===== config.mk =====
export PLATFORM = sky130hd
export DESIGN_NAME = tff_toggle_arbiter
export DESIGN_NICKNAME = d
export VERILOG_FILES = /design/src/rtl/tff_toggle_arbiter.sv
export SDC_FILE = /design/constraint.sdc
export NUM_CORES = 1
export LEC_CHECK = 0
export ABC_CLOCK_PERIOD_IN_PS = 7600
export CAP_MARGIN = 20
export CORE_UTILIZATION = 44
export CTS_CLUSTER_SIZE = 25
export DETAILED_ROUTE_END_ITERATION = 8
export HOLD_SLACK_MARGIN = 0.12
export PLACE_DENSITY_LB_ADDON = 0.08
export SYNTH_ARGS = -nofsm -noshare
export SYNTH_HDL_FRONTEND = slang
export SYNTH_SLANG_ARGS = --single-unit

===== constraint.sdc =====
create_clock -name clk -period 7.6 [get_ports clk]
set_clock_uncertainty 0.2 [all_clocks]
set_input_delay 1.52 -clock clk [delete_from_list [all_inputs] [get_ports clk]]
set_output_delay 1.52 -clock clk [all_outputs]
set_load 0.02 [all_outputs]

===== src/rtl/tff_toggle_arbiter.sv =====
// rtl/tff_toggle_arbiter.sv - round-robin arbiter sequencing toggle masks onto a shared T-FF bank
// One requester owns the bank at a time; its latched mask drives t_out for len cycles.
module tff_toggle_arbiter #(
   parameter int WIDTH = 8,
   parameter int NREQ  = 4
) (
   input  logic                    clk,
   input  logic                    reset,
   input  logic [NREQ-1:0]         req,
   input  logic [NREQ*WIDTH-1:0]   mask,
   input  logic [NREQ*4-1:0]       len,
   input  logic                    clr,
   output logic [NREQ-1:0]         gnt,
   output logic [NREQ-1:0]         done,
   output logic                    busy,
   output logic [WIDTH-1:0]        t_out,
   output logic [WIDTH-1:0]        q
);

   localparam int PW = $clog2(NREQ);
   localparam logic [NREQ-1:0] ONE = 1;

   typedef enum logic {IDLE, RUN} state_t;

   state_t            state;
   state_t            state_nxt;
   logic [PW-1:0]     ptr;
   logic [PW-1:0]     owner;
   logic [PW-1:0]     win;
   logic [PW-1:0]     idx;
   logic [PW:0]       sum;
   logic              found;
   logic [WIDTH-1:0]  mask_w;
   logic [WIDTH-1:0]  mask_lat;
   logic [3:0]        len_w;
   logic [3:0]        cnt;
   logic [NREQ-1:0]   done_r;

   // Scan from ptr upward, wrapping, so the last winner has lowest priority next time.
   always_comb begin
      win   = '0;
      found = 1'b0;
      sum   = '0;
      idx   = '0;
      for (int k = 0; k < NREQ; k++) begin
         sum = {1'b0, ptr} + (PW+1)'(k);
         if (sum >= (PW+1)'(NREQ))
            sum = sum - (PW+1)'(NREQ);
         idx = sum[PW-1:0];
         if (!found && req[idx]) begin
            found = 1'b1;
            win   = idx;
         end
      end
      mask_w = '0;
      len_w  = '0;
      for (int i = 0; i < NREQ; i++) begin
         if (win == PW'(i)) begin
            mask_w = mask[i*WIDTH +: WIDTH];
            len_w  = len[i*4 +: 4];
         end
      end
   end

   always_ff @(posedge clk or negedge reset) begin
      if (!reset)
         state <= IDLE;
      else
         state <= state_nxt;
   end

   always_comb begin
      state_nxt = state;
      case (state)
         IDLE: if (found && len_w != 4'd0) state_nxt = RUN;
         RUN:  if (cnt == 4'd1)            state_nxt = IDLE;
         default: state_nxt = IDLE;
      endcase
   end

   always_ff @(posedge clk or negedge reset) begin
      if (!reset) begin
         ptr      <= '0;
         owner    <= '0;
         cnt      <= '0;
         mask_lat <= '0;
         done_r   <= '0;
      end else begin
         done_r <= '0;
         if (state == IDLE) begin
            if (found) begin
               mask_lat <= mask_w;
               cnt      <= len_w;
               owner    <= win;
               ptr      <= (win == PW'(NREQ-1)) ? '0 : win + 1'b1;
               // A zero-length request completes at the grant edge without ever owning the bank.
               if (len_w == 4'd0)
                  done_r <= ONE << win;
            end
         end else begin
            cnt <= cnt - 4'd1;
            if (cnt == 4'd1)
               done_r <= ONE << owner;
         end
      end
   end

   always_ff @(posedge clk or negedge reset) begin
      if (!reset)
         q <= '0;
      else if (clr)
         q <= '0;
      else
         q <= q ^ t_out;
   end

   always_comb begin
      busy  = (state == RUN);
      t_out = busy ? mask_lat : '0;
      gnt   = busy ? (ONE << owner) : '0;
      done  = done_r;
   end

endmodule


# After elaboration in Yosys (flattened, before gate mapping)
# Index checks and enable logic that the tools add are counted.
# W data, S select, Z words.
dict set report totals {
  memories 0
  romBits 0
  word_cells 85
  reg_bits 29
  out_inout_bits 25
  latchBits 0
  in_bits 55
  mem_bits_rw 0
}
dict set report op_classes {
  eq_ne 4
  bitwise 2
  n_addsub 9
  mul 0
  n_shift 2
  n_reduce_logical 12
  order_cmp 8
  div_mod_pow 0
  muxes 41
}
# op count
set ops {}
lappend ops {{$mux W8} 6}
lappend ops {{$mux W4} 11}
lappend ops {{$mux W2} 9}
lappend ops {{$lt A2 B3 Y1 const B} 4}
lappend ops {{$mux W1} 10}
lappend ops {{$ge A3 B3 Y1 const B} 3}
lappend ops {{$bmux W1 S2} 4}
lappend ops {{$shl A1 B2 Y4 const A} 2}
lappend ops {{$sub A2 B1 Y2 const B} 4}
lappend ops {{$xor A8 B8 Y8} 1}
lappend ops {{$add A2 B2 Y3 const B} 2}
lappend ops {{$eq A2 B2 Y1 const B} 2}
lappend ops {{$eq A4 B1 Y1 const B} 1}
lappend ops {{$logic_and A1 B1 Y1} 4}
lappend ops {{$logic_not A4 Y1} 1}
lappend ops {{$reduce_bool A4 Y1} 1}
lappend ops {{$sub A4 B1 Y4 const B} 1}
lappend ops {{$add A2 B1 Y3 const B} 1}
lappend ops {{$ge A2 B3 Y1 const B} 1}
lappend ops {{$logic_not A1 Y1} 3}
lappend ops {{$add A2 B1 Y2 const B} 1}
lappend ops {{$eq A2 B1 Y1 const B} 1}
lappend ops {{$logic_not A2 Y1} 1}
lappend ops {{$pmux W1 S2} 1}
lappend ops {{other kinds (3)} 3}

# Logic depth before layout (Yosys ltp)
# Gate-level depths: netlist of run 1.
dict set report depth {
  ltp_word 23
  ltp_mapped 12
  ltp_nobuf 11
}

# Worst setup path before layout of run 1
# No wires, ideal clock.
dict set report synth_path {
  kind {in2reg}
  start {input port req[1]}
  end {register state, in the netlist busy}
  path_stages 12
  arrival_ps 3435
  n_path_buf 1
  required_ps 7279
  setup_time_ps 121
  setup_slack_ps 3844
  path_cell_list {nor3b_1 -> a21oi_1 -> o21ai_0 -> o21a_1 -> inv_1 -> ha_1 -> nor2b_1 -> buf_6 -> a22oi_2 -> a21oi_1 -> or4_4 -> a22o_1}
}
dict set report synth_via {
  elab_chain_cells 21
  word_cells_on_any_way 34
  classes_between {eq/ne (3); mux (22); reduce/logical (9)}
}
# item line_no
set synth_rtl {}
lappend synth_rtl {{start, declared} 9} ;# input logic [NREQ-1:0] req,
lappend synth_rtl {{$bmux W1 S2} 50} ;# if (!found && req[idx]) begin
lappend synth_rtl {{$mux W1 (not written as such)} 50}
lappend synth_rtl {{$mux W1} 50}
lappend synth_rtl {{$logic_not A1 Y1} 50}
lappend synth_rtl {{$logic_and A1 B1 Y1} 50}
lappend synth_rtl {{$mux W1} 50}
lappend synth_rtl {{$logic_not A1 Y1} 50}
lappend synth_rtl {{$logic_and A1 B1 Y1} 50}
lappend synth_rtl {{[4 not listed]} n/a}
lappend synth_rtl {{named net win[1]} 29} ;# logic [PW-1:0] win;
lappend synth_rtl {{$logic_not A2 Y1} 58} ;# if (win == PW'(i)) begin
lappend synth_rtl {{$mux W4 (3 in series)} 58}
lappend synth_rtl {{$mux W4 *} 58}
lappend synth_rtl {{$reduce_bool A4 Y1 *} 75} ;# IDLE: if (found && len_w != 4'd0) state_nxt = RUN;
lappend synth_rtl {{$logic_and A1 B1 Y1 *} 75}
lappend synth_rtl {{$mux W1 *} 75}
lappend synth_rtl {{$pmux W1 S2 *} 74} ;# case (state)
lappend synth_rtl {{named net state_nxt} 26} ;# state_t state_nxt;
lappend synth_rtl {{end signal, assigned} 69} ;# state <= state_nxt;
lappend synth_rtl {{end, declared} 25} ;# state_t state;
# Mark *: on every way through the listed nets, which the timed path passes. The rest lies on a longest branch. The select of a mux whose other input is x is not followed.
# A chain may end at the register's enable or synchronous reset.

# Worst setup path in the final report of run 1
dict set report layout_path {
  start {input port req[3]}
  end {register state, in the netlist busy}
}
# Same word-level chain as after synthesis.

==> metrics.md, run 1 <==
| Metric | Value |
|---|---|
| Crit path buf inv count | `2` |
| Family with the most delay on the worst path | `simple AND/OR/NAND/NOR gates` |
| Met2 Track Usage GR | `0.345` |
| Post-layout nets | `330` |
| Max Cap Violations | `0` |
| Setup WS post-layout | `3.09 ns` |
| Setup_tns | `0 ns` |
| Max incr delay on CP | `0.59 ns` |
| Ys Warns | `0` |
| Fmax | `222 MHz` |
| Hold WS | `0.285 ns` |
| Synth async-reset ratio | `1.00` |
| Slew @ Worst Pin | `0.687 ns` |
| CP Cell Sequence | `clkdlybuf4s50_1, nand2b_1, a21oi_1, o21ai_0, o21a_1, inv_1, ha_1, nor2b_1, a22oi_1, a21oi_1, or4_4, a22o_1` |
| Final Cycle Share | `0.593` |
| Syn Std Cell Area | `1730 sq um` |
| Synth Instances | `192` |
| Crit path depth | `12` |
| Hold_buf cts | `0` |
| Kind of critical path | `input pin to flop` |
| Initial antenna violation count | `0` |
| Critical path origin | `req[3]` |
| Core area | `3720 sq um` |
| Psw | `416 uW` |
| CTS buffer count | `5` |
| Starting density of the core | `0.465` |
| Crit Reg-Reg Startpoint | `ptr[1]$_DFFE_PN0P_` |
| Clk_lat worst skew | `0.28 ns` |
| CTS tree | `built` |
| Vias in the first global route | `1564` |
| Grt total ovfl | `0` |
| Post-CTS Repair Setup Buffers | `0` |
| Clock sink count | `29` |
| Worst-path maximum fanout | `15` |
| Die ar. | `4180 sq um` |
| Site Rows | `22` |
| Ys flop type | `dfrtp_1` |
| Logic gate share of total power | `0.567` |
| Fill cell count | `312` |
| R2r endpoint | `busy$_DFF_PN0_` |
| Slew headroom | `0.541` |
| Crit path DAT | `4.48 ns` |
| Routed Antenna Nets | `0` |
| Clk buf depth | `2` |
| Total number of vias | `1649` |
| Number of inserted diodes | `0` |
| Met1 Track Usage GR | `0.299` |
| Syn Area/Cell | `9.01 sq um` |
| Gr busiest metal | `met2` |
| CTS root buffer | `clkbuf_8` |
| Total wire length | `4160 um` |
| Drt first pass iters | `4` |
| Pre-CTS WS | `2.80 ns` |
| GP Congestion | `0.880` |
| Reg2reg path depth | `11` |
| HP Class | `flop to flop` |
| Static Leak | `0.00106 uW` |
| Gr usage total | `0.222` |
| Commonest non-fill, non-tap cell in the layout | `clkdlybuf4s50_1` |
| Net Count, Synth | `253` |
| DR iter-0 viols | `129` |
| Clk pwr share | `0.160` |
| Sw frac | `0.405` |
| PostCTS Resize Cnt | `0` |
| Post-placement cell area | `2540 sq um` |
| Share of cells above drive strength 1 | `0.0519` |
| Die X | `64.7 um` |
| Critical-path top delay cell | `or4_4` |
| Int Power | `612 uW` |
| Tmin final | `4.51 ns` |
| First-pass GRT wire length | `7100 um` |
| FF-to-FF setup slack | `4.42 ns` |
| Status | `completed` |
| Final setup violation count | `0` |
| Synth-to-layout area growth | `53.8%` |
| Clk pin slew, worst setup/hold paths | `0.06 ns` |
| Die Ht | `64.7 um` |
| Final Cell Area | `2660 sq um` |
| Final HPWL DP | `3220 um` |
| RSZ-0062 raised after global routing | `false` |
| Critical path startpoint category | `input pin` |
| Via-to-Cell Ratio | `5.19` |
| Sequential share of power | `0.274` |
| Yosys cell types | `35` |
| CP dominant cell by count | `a21oi_1` |
| Port buffer count | `79` |
| DRC violations left | `0` |
| Top Ports | `80` |
| GR Util met3 | `0.0599` |
| Pwr per Cell Area | `386 nW/um^2` |
| Post-synthesis sequential area ratio | `0.420` |
| Worst endpoint required time | `7.57 ns` |
| Most frequent cells in the layout | `clkdlybuf4s50_1, dfrtp_1, a21oi_1, nor2_1, nand2_1` |
| Worst Setup EP | `busy$_DFF_PN0_` |
| Number of enable flip-flop cells after synthesis | `0` |
| H-tree Lvls | `2` |
| Final hold violations | `0` |
| Pin count of the biggest net entering global routing | `30` |
| Max-slew violations | `0` |
| Routed WL per cell | `13.1 um` |
| Register bit total from synthesis | `29` |
| Max VDD drop | `0.000175 V` |
| CP Capture Type | `flop` |
-- metal layers --
layer / part of all wire / up-vias
met5: 0 / -
li1: - / 829
met1: 0.47 / 737
met4: 0.014 / 0
met2: 0.44 / 77
met3: 0.075 / 6
-- cell type report --
class,instances,area (sq um),area share
Multi-Input combinational cell,146,930,0.349
Timing Repair Buffer,81,806,0.303
Sequential cell,29,726,0.273
Clock buffer,7,86.3,0.0325
Tap cell,48,60.1,0.0226
Clock inverter,1,30.0,0.0113
Inverter,6,22.5,0.00847
-- metrics by stage --
step	util	total power (uW)	instances
finish	0.716	1030	318
CTS	0.716	1030	318
global route	0.716	1110	318
floorplan	-	658	192
detailed placement	0.685	865	310
global placement	0.685	850	310
-- worst register-to-register path, cell delays in order (launching register included) --
cell and delay [ns]:
dfrtp_1 0.44, nand2b_1 0.17, a21oi_1 0.14, a21oi_1 0.05, o21ai_1 0.24, inv_2 0.08, ha_1 0.44, nand2b_1 0.30
o22ai_1 0.16, a21oi_1 0.08, or4_4 0.59, a22o_1 0.20
-- state kept, by name (all words and copies together) (netlist names) --
register	cells
owner	2
cnt	4
mask_lat	8
done	4
busy	1
q	8
ptr	2
-- how the worst min path moves through the flow --
stage | from | to | slack, ns | cells past startpoint
floorplan | mask_lat[3]$_DFFE_PN0P_ | mask_lat[3]$_DFFE_PN0P_ | 0.26 | 1
global placement | mask_lat[3]$_DFFE_PN0P_ | mask_lat[3]$_DFFE_PN0P_ | 0.27 | 1
detailed placement | mask_lat[3]$_DFFE_PN0P_ | mask_lat[3]$_DFFE_PN0P_ | 0.27 | 1
CTS | mask_lat[3]$_DFFE_PN0P_ | mask_lat[3]$_DFFE_PN0P_ | 0.29 | 1
global route | mask_lat[3]$_DFFE_PN0P_ | mask_lat[3]$_DFFE_PN0P_ | 0.33 | 1
finish | mask_lat[3]$_DFFE_PN0P_ | mask_lat[3]$_DFFE_PN0P_ | 0.29 | 1
-- power groups by stage --
stage               sequential (uW)  clock, uW  combinational [uW]
global route                    291        175                 642
CTS                             281        168                 586
global placement                280          0                 570
finish                          281        164                 582
detailed placement              283          0                 582
floorplan                       287          0                 371
-- Yosys cell counts (all sizes together) (4+ instances only) --
cell type | instances | area (sq um)
o22ai | 5 | 31.3
o21ai | 6 | 30.0
and2 | 8 | 50.1
a22oi | 4 | 35.0
mux2i | 7 | 70.1
clkbuf | 8 | 31.3
xnor2 | 9 | 78.8
a221oi | 7 | 61.3
inv | 6 | 22.5
nand2 | 11 | 41.3
ha | 6 | 75.1
dfrtp | 29 | 726
nor3 | 7 | 35.0
nor2b | 8 | 50.1
nor2 | 23 | 86.3
a21oi | 23 | 115
-- kinds of logic after synthesis --
kind of cell | after synthesis | synth area share
AND/OR/NAND/NOR | 71 | 0.210
AO/OA/AOI/OAI | 51 | 0.185
flip-flops | 29 | 0.420
buffers and inverters | 17 | 0.0427
XOR/XNOR | 9 | 0.0456
multiplexers | 9 | 0.0535
adder cells (fa/ha/maj) | 6 | 0.0434
Note: power is estimated with default switching activity, not from simulation.
==> inputs of run 2 (changes only) <==
--- a/config.mk
+++ b/config.mk
@@ -5,9 +5,9 @@
 export SDC_FILE = /design/constraint.sdc
 export NUM_CORES = 1
 export LEC_CHECK = 0
-export ABC_CLOCK_PERIOD_IN_PS = 7600
+export ABC_CLOCK_PERIOD_IN_PS = 4300
 export CAP_MARGIN = 20
-export CORE_UTILIZATION = 44
+export CORE_UTILIZATION = 41
 export CTS_CLUSTER_SIZE = 25
 export DETAILED_ROUTE_END_ITERATION = 8
 export HOLD_SLACK_MARGIN = 0.12
==> constraint.sdc (replaced) <==
create_clock -name clk -period 4.3 [get_ports clk]
set_clock_uncertainty 0.2 [all_clocks]
set_input_delay 0.86 -clock clk [delete_from_list [all_inputs] [get_ports clk]]
set_output_delay 0.86 -clock clk [all_outputs]
set_load 0.02 [all_outputs]
==> run 2 against run 1 <==
Net effect: clock power increased by 74%; sequential power increased by 77%; non-clock buffer count increased by 3; final area increased by 0.94%.
==> metrics.md, run 2 (synthesized netlist as in run 1, its figures left out) <==
| Metric | Value |
|---|---|
| Top Ports | `80` |
| Clock sink count | `29` |
| Sequential share of power | `0.273` |
| Die Ht | `66.9 um` |
| Share of cells above drive strength 1 | `0.0623` |
| Final Cycle Share | `0.833` |
| Clk_lat worst skew | `0.27 ns` |
| Core area | `4030 sq um` |
| First-pass GRT wire length | `6460 um` |
| Pwr per Cell Area | `676 nW/um^2` |
| PostCTS Resize Cnt | `0` |
| Initial antenna violation count | `0` |
| Site Rows | `23` |
| CP Cell Sequence | `clkdlybuf4s50_1, nand2b_1, a21oi_1, o21ai_0, o21a_1, inv_1, ha_1, nor2b_1, a22oi_1, a21oi_1, or4_4, a22o_1` |
| Max VDD drop | `0.000302 V` |
| Biggest registers after layout | `mask_lat x8, q x8` |
| Commonest non-fill, non-tap cell in the layout | `clkdlybuf4s50_1` |
| Worst-path maximum fanout | `11` |
| Max-slew violations | `0` |
| Tmin final | `3.58 ns` |
| Via-to-Cell Ratio | `5.11` |
| Vias in the first global route | `1441` |
| Status | `completed` |
| Crit path buf inv count | `2` |
| Slew @ Worst Pin | `0.746 ns` |
| CP dominant cell by count | `a21oi_1` |
| Die X | `66.9 um` |
| DRC violations left | `0` |
| Final HPWL DP | `3100 um` |
| Kind of critical path | `input pin to flop` |
| Post-layout nets | `333` |
| Clk pin slew, worst setup/hold paths | `0.06 ns` |
| Core Util, Final | `0.666` |
| CP Capture Type | `flop` |
| Total wire length | `3940 um` |
| Psw | `724 uW` |
| Static Leak | `0.00108 uW` |
| RSZ-0062 raised after global routing | `false` |
| Routed WL per cell | `12.2 um` |
| Worst endpoint required time | `4.26 ns` |
| Post-CTS Repair Setup Buffers | `0` |
| Grt total ovfl | `0` |
| Final hold violations | `0` |
| GP Congestion | `0.821` |
| Fmax | `279 MHz` |
| Hold_buf cts | `0` |
| Clk buf depth | `2` |
| Clk pwr share | `0.157` |
| Most frequent cells in the layout | `clkdlybuf4s50_1, dfrtp_1, a21oi_1, nor2_1, nand2_1` |
| Max Cap Violations | `0` |
| Int Power | `1090 uW` |
| Crit path DAT | `3.55 ns` |
| Sw frac | `0.399` |
| Max incr delay on CP | `0.59 ns` |
| Pin count of the biggest net entering global routing | `30` |
| HP Class | `flop to flop` |
| Starting density of the core | `0.429` |
| Number of inserted diodes | `0` |
| Drt first pass iters | `4` |
| Slew headroom | `0.502` |
| H-tree Lvls | `2` |
| Family with the most delay on the worst path | `simple AND/OR/NAND/NOR gates` |
| Port buffer count | `79` |
| CTS root buffer | `clkbuf_8` |
| Logic gate share of total power | `0.570` |
| Fill cell count | `350` |
| Total number of vias | `1650` |
| Synth-to-layout area growth | `55.3%` |
| Final setup violation count | `0` |
| CTS tree | `built` |
| CTS buffer count | `5` |
| Critical path startpoint category | `input pin` |
| Critical-path top delay cell | `or4_4` |
| Die ar. | `4480 sq um` |
| Gr usage total | `0.195` |
| Setup_tns | `0 ns` |
| Routed Antenna Nets | `0` |
| DR iter-0 viols | `69` |
-- run 2: cell count changes in the layout (fill, tap and decap cells not counted), sizes merged --
cell / change
buf: +3
-- run 2: final timing paths --
| path | startpoint | to | slack (ns) | cells past startpoint |
|---|---|---|---|---|
| worst max register to register | ptr[1]$_DFFE_PN0P_ | done[1]$_DFF_PN0_ | 1.35 | 10 |
| max in group asynchronous | reset | mask_lat[6]$_DFFE_PN0P_ | 2.88 | 2 |
| worst max-delay path | req[3] | busy$_DFF_PN0_ | 0.72 | 12 |
| min in group asynchronous | reset | busy$_DFF_PN0_ | 0.77 | 2 |
| worst min register to register | cnt[3]$_DFFE_PN0P_ | cnt[3]$_DFFE_PN0P_ | 0.32 | 1 |
| worst min-delay path | cnt[3]$_DFFE_PN0P_ | cnt[3]$_DFFE_PN0P_ | 0.32 | 1 |
-- run 2: worst register-to-register path, stage by stage (launching register included) --
cell and delay (ns):
dfrtp_1 0.43, nand2b_1 0.17, a21oi_1 0.14, a21oi_1 0.05, o21ai_1 0.23, ha_1 0.27, nor2b_1 0.62, a22oi_1 0.16
a21oi_1 0.29, or4_4 0.20, o21ai_1 0.07
-- run 2: area by class of cell --
type                            instances  area [sq um]  area share
Multi-Input combinational cell        146           930       0.346
Clock buffer                            7          86.3      0.0322
Timing Repair Buffer                   84           828       0.308
Inverter                                6          22.5     0.00839
Clock inverter                          1          30.0      0.0112
Tap cell                               50          62.6      0.0233
Sequential cell                        29           726       0.270
-- run 2: routing by layer --
metal | routed length [um] | GRT usage | vias up | part of all wire
met5 | 0 | 0 | - | 0
met4 | 42 | 0.0718 | 0 | 0.011
met3 | 328 | 0.0548 | 4 | 0.083
met2 | 1610 | 0.279 | 77 | 0.41
met1 | 1960 | 0.274 | 731 | 0.50
li1 | - | - | 838 | -
-- run 2: metrics by stage --
step | power (uW) | instances | instance area, sq um | setup WS, ns | hold WS, ns
global placement | 1520 | 315 | 2570 | 0.478 | 0.271
floorplan | 1160 | 192 | 1730 | 1.20 | 0.257
finish | 1810 | 323 | 2690 | 0.717 | 0.316
CTS | 1830 | 323 | 2690 | 0.714 | 0.316
detailed placement | 1540 | 315 | 2570 | 0.443 | 0.292
global route | 1960 | 323 | 2690 | 0.410 | 0.329
-- run 2: power groups by stage --
| stage | Combinational, uW | Sequential (uW) | Clock [uW] |
|---|---|---|---|
| final | 1030 | 496 | 285 |
| after global routing | 1150 | 514 | 304 |
| after CTS | 1040 | 496 | 289 |
| after detailed placement | 1040 | 498 | 0 |
| after global placement | 1030 | 496 | 0 |
| after floorplan | 655 | 508 | 0 |
